$ cat config.mk
export PLATFORM = sky130hd
export DESIGN_NAME = mlaccel_xfer_flat
export DESIGN_NICKNAME = d
export VERILOG_FILES = /design/src/rtl/mlaccel_xfer_if.sv /design/src/rtl/mlaccel_xfer.sv /design/src/flat_wrapper.sv
export SDC_FILE = /design/constraint.sdc
export NUM_CORES = 1
export LEC_CHECK = 0
export CAP_MARGIN = 20
export CELL_PAD_IN_SITES_DETAIL_PLACEMENT = 0
export CELL_PAD_IN_SITES_GLOBAL_PLACEMENT = 1
export CORE_ASPECT_RATIO = 0.75
export CORE_UTILIZATION = 39
export CTS_CLUSTER_SIZE = 28
export DETAILED_ROUTE_END_ITERATION = 8
export PLACE_DENSITY_LB_ADDON = 0.1
export RECOVER_POWER = 50
export SLEW_MARGIN = 20
export SYNTH_ARGS = -nofsm -noshare
export SYNTH_HDL_FRONTEND = slang
export SYNTH_SLANG_ARGS = --single-unit
$ cat constraint.sdc
create_clock -name clock -period 4.67 [get_ports clock]
set_clock_uncertainty 0.15 [all_clocks]
set_input_delay 0.934 -clock clock [delete_from_list [all_inputs] [get_ports clock]]
set_output_delay 0.934 -clock clock [all_outputs]
set_load 0.02 [all_outputs]
$ cat src/rtl/mlaccel_xfer_if.sv
// Buffer/memory transfer bus: command, staging-buffer and memory-request signals.
// The slave modport is the transfer engine's view; master is its environment
// (command FSM, staging buffer and memory arbiter).
interface mlaccel_xfer_if #(
  parameter int unsigned BUF_AW = 9
);
  logic              start;
  logic              dir;
  logic [15:0]       base_addr;
  logic [BUF_AW:0]   count;
  logic              abort;
  logic              busy;
  logic              done;
  logic [BUF_AW:0]   words_done;
  logic [BUF_AW-1:0] buf_addr;
  logic              buf_ren;
  logic [15:0]       buf_rdata;
  logic              buf_wen;
  logic [15:0]       buf_wdata;
  logic              mem_req;
  logic              mem_gnt;
  logic [15:0]       mem_addr;
  logic [1:0]        mem_wen;
  logic [15:0]       mem_wdata;
  logic [15:0]       mem_rdata;

  modport master (
    output start, dir, base_addr, count, abort, buf_rdata, mem_gnt, mem_rdata,
    input  busy, done, words_done, buf_addr, buf_ren, buf_wen, buf_wdata,
           mem_req, mem_addr, mem_wen, mem_wdata
  );

  modport slave (
    input  start, dir, base_addr, count, abort, buf_rdata, mem_gnt, mem_rdata,
    output busy, done, words_done, buf_addr, buf_ren, buf_wen, buf_wdata,
           mem_req, mem_addr, mem_wen, mem_wdata
  );
endinterface

$ cat src/rtl/mlaccel_xfer.sv
// Word mover between the 512x16 host staging buffer and main memory.
// dir=0 reads the buffer and writes memory; dir=1 reads memory and fills the buffer.
// Every output is a flop whose next value is decoded from the next state.
module mlaccel_xfer #(
  parameter int unsigned BUF_AW = 9
) (
  input logic           clock,
  input logic           resetn,
  mlaccel_xfer_if.slave bus
);
  localparam int unsigned CW = BUF_AW + 1;
  localparam logic [CW-1:0] MaxCount = {1'b1, {BUF_AW{1'b0}}};

  typedef enum logic [2:0] {StIdle, StFetch, StReq, StWait, StWbuf, StDone} state_e;

  state_e            state_q, state_d;
  logic              phase_q, phase_d;   // second cycle of FETCH (capture) or WAIT (data)
  logic              dir_q, dir_d;
  logic [CW-1:0]     count_q, count_d;
  logic [15:0]       cur_addr_q, cur_addr_d;
  logic [BUF_AW-1:0] ptr_q, ptr_d;
  logic [CW-1:0]     words_done_q, words_done_d;
  logic              busy_q, busy_d;
  logic              done_q, done_d;
  logic              buf_ren_q, buf_ren_d;
  logic              buf_wen_q, buf_wen_d;
  logic [BUF_AW-1:0] buf_addr_q, buf_addr_d;
  logic [15:0]       buf_wdata_q, buf_wdata_d;
  logic              mem_req_q, mem_req_d;
  logic [15:0]       mem_addr_q, mem_addr_d;
  logic [1:0]        mem_wen_q, mem_wen_d;
  logic [15:0]       mem_wdata_q, mem_wdata_d;
  logic              last_word;

  assign last_word = (words_done_q + CW'(1)) == count_q;

  // Next state, transfer bookkeeping and registered-output next values
  always_comb begin
    state_d      = state_q;
    phase_d      = 1'b0;
    dir_d        = dir_q;
    count_d      = count_q;
    cur_addr_d   = cur_addr_q;
    ptr_d        = ptr_q;
    words_done_d = words_done_q;
    buf_wdata_d  = buf_wdata_q;
    mem_wdata_d  = mem_wdata_q;

    case (state_q)
      StIdle: begin
        if (bus.start && !bus.abort) begin
          dir_d        = bus.dir;
          cur_addr_d   = bus.base_addr;
          count_d      = (bus.count == '0 || bus.count > MaxCount) ? MaxCount : bus.count;
          ptr_d        = '0;
          words_done_d = '0;
          state_d      = bus.dir ? StReq : StFetch;
        end
      end
      StFetch: begin
        if (!phase_q) begin
          phase_d = 1'b1;
        end else begin
          mem_wdata_d = bus.buf_rdata;
          state_d     = StReq;
        end
      end
      StReq: begin
        if (bus.mem_gnt) begin
          if (!dir_q) begin
            words_done_d = words_done_q + CW'(1);
            cur_addr_d   = cur_addr_q + 16'd1;
            if (last_word) begin
              state_d = StDone;
            end else begin
              ptr_d   = ptr_q + BUF_AW'(1);
              state_d = StFetch;
            end
          end else begin
            state_d = StWait;
          end
        end
      end
      StWait: begin
        // Read data arrives two cycles after the grant
        if (!phase_q) begin
          phase_d = 1'b1;
        end else begin
          buf_wdata_d = bus.mem_rdata;
          state_d     = StWbuf;
        end
      end
      StWbuf: begin
        words_done_d = words_done_q + CW'(1);
        cur_addr_d   = cur_addr_q + 16'd1;
        if (last_word) begin
          state_d = StDone;
        end else begin
          ptr_d   = ptr_q + BUF_AW'(1);
          state_d = StReq;
        end
      end
      StDone:  state_d = StIdle;
      default: state_d = StIdle;
    endcase

    // A write granted in the abort cycle still completes; anything else freezes the count
    if (bus.abort && state_q != StIdle) begin
      state_d = StIdle;
      phase_d = 1'b0;
      if (!(state_q == StReq && bus.mem_gnt && !dir_q)) begin
        words_done_d = words_done_q;
      end
    end

    busy_d     = state_d != StIdle;
    done_d     = state_d == StDone;
    buf_ren_d  = state_d == StFetch && !phase_d;
    buf_wen_d  = state_d == StWbuf;
    mem_req_d  = state_d == StReq;
    buf_addr_d = (buf_ren_d || buf_wen_d) ? ptr_d : buf_addr_q;
    mem_addr_d = mem_req_d ? cur_addr_d : mem_addr_q;
    mem_wen_d  = (mem_req_d && !dir_d) ? 2'b11 : 2'b00;
  end

  // State and output registers with synchronous active-low reset
  always_ff @(posedge clock) begin
    if (!resetn) begin
      state_q      <= StIdle;
      phase_q      <= 1'b0;
      dir_q        <= 1'b0;
      count_q      <= '0;
      cur_addr_q   <= '0;
      ptr_q        <= '0;
      words_done_q <= '0;
      busy_q       <= 1'b0;
      done_q       <= 1'b0;
      buf_ren_q    <= 1'b0;
      buf_wen_q    <= 1'b0;
      buf_addr_q   <= '0;
      buf_wdata_q  <= '0;
      mem_req_q    <= 1'b0;
      mem_addr_q   <= '0;
      mem_wen_q    <= 2'b00;
      mem_wdata_q  <= '0;
    end else begin
      state_q      <= state_d;
      phase_q      <= phase_d;
      dir_q        <= dir_d;
      count_q      <= count_d;
      cur_addr_q   <= cur_addr_d;
      ptr_q        <= ptr_d;
      words_done_q <= words_done_d;
      busy_q       <= busy_d;
      done_q       <= done_d;
      buf_ren_q    <= buf_ren_d;
      buf_wen_q    <= buf_wen_d;
      buf_addr_q   <= buf_addr_d;
      buf_wdata_q  <= buf_wdata_d;
      mem_req_q    <= mem_req_d;
      mem_addr_q   <= mem_addr_d;
      mem_wen_q    <= mem_wen_d;
      mem_wdata_q  <= mem_wdata_d;
    end
  end

  assign bus.busy       = busy_q;
  assign bus.done       = done_q;
  assign bus.words_done = words_done_q;
  assign bus.buf_addr   = buf_addr_q;
  assign bus.buf_ren    = buf_ren_q;
  assign bus.buf_wen    = buf_wen_q;
  assign bus.buf_wdata  = buf_wdata_q;
  assign bus.mem_req    = mem_req_q;
  assign bus.mem_addr   = mem_addr_q;
  assign bus.mem_wen    = mem_wen_q;
  assign bus.mem_wdata  = mem_wdata_q;
endmodule
$ cat src/flat_wrapper.sv
// flat-port wrapper written by rule: the top's interface ports become plain ports
module mlaccel_xfer_flat 
#(
  parameter int unsigned BUF_AW = 9
)
  (clock, resetn, bus_start, bus_dir, bus_base_addr, bus_count, bus_abort, bus_buf_rdata, bus_mem_gnt, bus_mem_rdata, bus_busy, bus_done, bus_words_done, bus_buf_addr, bus_buf_ren, bus_buf_wen, bus_buf_wdata, bus_mem_req, bus_mem_addr, bus_mem_wen, bus_mem_wdata);
  mlaccel_xfer_if #(.BUF_AW(BUF_AW)) bus_i ();
  input logic clock;
  input logic resetn;
  input wire logic [$bits(bus_i.start)-1:0] bus_start;
  input wire logic [$bits(bus_i.dir)-1:0] bus_dir;
  input wire logic [$bits(bus_i.base_addr)-1:0] bus_base_addr;
  input wire logic [$bits(bus_i.count)-1:0] bus_count;
  input wire logic [$bits(bus_i.abort)-1:0] bus_abort;
  input wire logic [$bits(bus_i.buf_rdata)-1:0] bus_buf_rdata;
  input wire logic [$bits(bus_i.mem_gnt)-1:0] bus_mem_gnt;
  input wire logic [$bits(bus_i.mem_rdata)-1:0] bus_mem_rdata;
  output wire logic [$bits(bus_i.busy)-1:0] bus_busy;
  output wire logic [$bits(bus_i.done)-1:0] bus_done;
  output wire logic [$bits(bus_i.words_done)-1:0] bus_words_done;
  output wire logic [$bits(bus_i.buf_addr)-1:0] bus_buf_addr;
  output wire logic [$bits(bus_i.buf_ren)-1:0] bus_buf_ren;
  output wire logic [$bits(bus_i.buf_wen)-1:0] bus_buf_wen;
  output wire logic [$bits(bus_i.buf_wdata)-1:0] bus_buf_wdata;
  output wire logic [$bits(bus_i.mem_req)-1:0] bus_mem_req;
  output wire logic [$bits(bus_i.mem_addr)-1:0] bus_mem_addr;
  output wire logic [$bits(bus_i.mem_wen)-1:0] bus_mem_wen;
  output wire logic [$bits(bus_i.mem_wdata)-1:0] bus_mem_wdata;
  assign bus_i.start = bus_start;
  assign bus_i.dir = bus_dir;
  assign bus_i.base_addr = bus_base_addr;
  assign bus_i.count = bus_count;
  assign bus_i.abort = bus_abort;
  assign bus_i.buf_rdata = bus_buf_rdata;
  assign bus_i.mem_gnt = bus_mem_gnt;
  assign bus_i.mem_rdata = bus_mem_rdata;
  assign bus_busy = bus_i.busy;
  assign bus_done = bus_i.done;
  assign bus_words_done = bus_i.words_done;
  assign bus_buf_addr = bus_i.buf_addr;
  assign bus_buf_ren = bus_i.buf_ren;
  assign bus_buf_wen = bus_i.buf_wen;
  assign bus_buf_wdata = bus_i.buf_wdata;
  assign bus_mem_req = bus_i.mem_req;
  assign bus_mem_addr = bus_i.mem_addr;
  assign bus_mem_wen = bus_i.mem_wen;
  assign bus_mem_wdata = bus_i.mem_wdata;
  mlaccel_xfer #(.BUF_AW(BUF_AW)) u_core (.clock(clock), .resetn(resetn), .bus(bus_i));
endmodule
==> impl_metrics.tcl <==
set metrics [dict create \
    holdBufCountCts 0 \
    syn_to_final_growth_pct 38.8 \
    cts_root_buffer "clkbuf_16" \
    fin_crit_sh_pct 81.7 \
    synth.avg_cell_area_um2 8.21 \
    seq_area_um2 2260 \
    worst_slack_ns 0.853 \
    met1_usage_pct 31.8 \
    drive_gt1_share_pct 9.53 \
    p_leak_nw 2.85 \
    worst_pin_slew_ns 1.46 \
    crit_arrival_ns 4.00 \
    wire_per_inst_um 15.9 \
    io_buffers 137 \
    ys_seq_elements 113 \
    cts_num_sinks 113 \
    place_congestion 0.801 \
    ios 138 \
    r2r_cells 8 \
    async_flop_share_pct 0 \
    fill_cells 1189 \
    ys.flop_type "dfxtp_1" \
    postCtsSetupBuffers 0 \
    fmax_ghz 0.262 \
    ys_warn_count 0 \
    chipWidth_um 138 \
    grt_usage_pct 22.0 \
    htreeDepth 4 \
    n_antenna_cell 0 \
    final_core_util_pct 56.6 \
    r2r_setup_slack_ns 1.20 \
    top_usage_layer "met1" \
    route.detailed.drc 0 \
    row_count 36 \
    grt-ovfl-total 0 \
    via_per_inst 5.39 \
    syn_area_um2 5380 \
    cts_resized 0 \
    syn-num-nets 722 \
    worstSkewPairLatency_ns 0.40 \
    die_h_um 104 \
    final_cell_mix "nand2_1 (117), dfxtp_1 (113), clkdlybuf4s50_1 (74)" \
    crit_path_start_kind "input port" \
    crit_required_ns 4.85 \
    hold_violations 0 \
    grt_start_max_net_pins 69 \
    grt_util_met3_pct 5.43 \
    multi_input_area_um2 2870 \
    cts_tree "built" \
    nets 841 \
    timing.rr.end "u_core.bus.buf_addr[3]" \
    cap_violations 0 \
    grt_pass1_vias 4898 \
    vdd_drop_max_mv 0.276 \
    status "finished, final reports clean" \
    synth_top_area_share_pct 42.1 \
    pre_cts_slack_ns 0.924 \
    finalCriticalPeriod_ns 3.82 \
    slew_viol_final 0 \
    grt_pass1_wl_um 24800 \
    die-area_um2 14300 \
    ant_nets 0 \
    pwr_density_cell_nw_per_um2 355 \
    min_path_type "reg2reg" \
    hold_end "u_core.bus.mem_wdata[15]" \
    cp-end-kind "register" \
    syn_inst 655 \
    crit_type "in2reg" \
    start_util_pct 40.7 \
    synth_area_leader_cell "dfxtp_1" \
    synth_edf_count 0 \
    core_area_um2 13200 \
    met2_usage_pct 31.6 \
    antenna_found_initial 0 \
    num_vias 5159 \
    finalSetupViolations 0 \
    timing.slew.headroom_pct 2.44 \
    min-delay-start "u_core.bus.mem_wdata[15]" \
    synth-seq-area-share_pct 42.1 \
    dpl.hpwl_um 10600 \
    routed_wl_um 15200 \
    fin_setup_tns_ns 0 \
    timing.rr.start "u_core.bus.words_done[0]" \
    cts_inserted_buffers 17 \
    cts.path.max_buffers 2 \
    whs_path_depth 2 \
    drtIter0Drc 431 \
    yosysUniqueCellTypes 68 \
    grt_setup_unrepaired "false" \
    final_common_cell "nand2_1" \
    crit_fanout 68 \
    drtPass1Iterations 5 \
    synthTopCellsByArea "dfxtp_1 (42%), nand2_1 (8.2%), a21oi_1 (6.5%), nor2_1 (3.7%), mux2_4 (2.5%)" \
    clkSlewWorstSetupHoldPaths_ns 0.06 \
]
-- power breakdown --
part / internal, W / switching, W / total (W)
Clock: 0.000936 / 0.000465 / 0.00140
Combinational: 0.000112 / 0.000125 / 0.000237
Sequential: 0.000989 / 0.0000218 / 0.00101
Total: 0.00204 / 0.000612 / 0.00265
-- state kept, by name (all words and copies together) (netlist names), 9 cells and up --
| name | count |
|---|---|
| u_core.bus.buf_wdata | 16 |
| u_core.count_q | 10 |
| u_core.ptr_q | 9 |
| u_core.bus.mem_addr | 16 |
| u_core.bus.buf_addr | 9 |
| u_core.bus.mem_wdata | 16 |
| u_core.cur_addr_q | 16 |
| u_core.bus.words_done | 10 |
-- kinds of logic (layout without fill, tap and decap cells) --
family,after synthesis,after routing,synth area share (%)
compound gates,166,166,19.9
simple gates,281,281,25.6
fa+ha+maj,3,3,0.698
xor+xnor,16,16,2.61
buf+inv,57,189,4.65
flops,113,113,42.1
mux,19,19,4.51
-- per-layer routing --
| layer | vias to the layer above | wire [um] |
|---|---|---|
| li1 | 2554 | - |
| met1 | 2407 | 7360 |
| met5 | - | 0 |
| met4 | 0 | 229 |
| met2 | 178 | 6680 |
| met3 | 20 | 970 |
-- through the flow --
step           std cells  instance area (um2)  hold WS [ns]  total power (W)
3_3_place_gp         926                 6820         0.292          0.00127
4_1_cts              958                 7470         0.304          0.00268
2_1_floorplan        655                 5380         0.294          0.00116
5_1_grt              958                 7460         0.312          0.00276
3_5_place_dp         926                 6820         0.297          0.00127
6_report             958                 7460         0.300          0.00265
-- worst max path at each step --
| stage | startpoint | to | slack [ns] | depth (start not counted) |
|---|---|---|---|---|
| after CTS | u_core.bus.words_done[0] | u_core.bus.buf_addr[3] | 1.24 | 8 |
| after global placement | bus_mem_gnt | u_core.bus.mem_addr[5] | 0.99 | 8 |
| after floorplan | bus_mem_gnt | u_core.bus.mem_addr[7] | 1.91 | 7 |
| after global routing | resetn | u_core.bus.mem_addr[15] | 0.49 | 7 |
| final | resetn | u_core.bus.mem_addr[15] | 0.85 | 7 |
| after detailed placement | bus_mem_gnt | u_core.bus.mem_addr[5] | 0.92 | 8 |
-- final cells by class --
cell class                      count  share of cell area (%)
Clock buffer                       20                    6.25
Clock inverter                     12                    2.43
Inverter                           11                   0.553
Multi-Input combinational cell    485                    38.4
Sequential cell                   113                    30.3
Tap cell                          171                    2.87
Timing Repair Buffer              146                    19.2
-- critical path, stage by stage --
cell and delay (ns):
clkdlybuf4s50_1 0.45, clkbuf_1 0.92, inv_2 0.13, clkbuf_2 0.79, a31oi_1 0.53, inv_1 0.08, mux2i_1 0.14
-- cell usage after synthesis, drive strengths merged (9+ instances only) --
| library cell | instances |
|---|---|
| nand2 | 117 |
| dfxtp | 113 |
| a21oi | 71 |
| nor2 | 53 |
| clkbuf | 29 |
| o21ai | 29 |
| and2 | 18 |
| a211oi | 17 |
| buf | 17 |
| nand3 | 17 |
| mux2 | 15 |
| a31oi | 13 |
| and3 | 12 |
| inv | 11 |
| xnor2 | 10 |
| nand4 | 9 |
| nor3 | 9 |
Power figures use the tool's default switching activity.
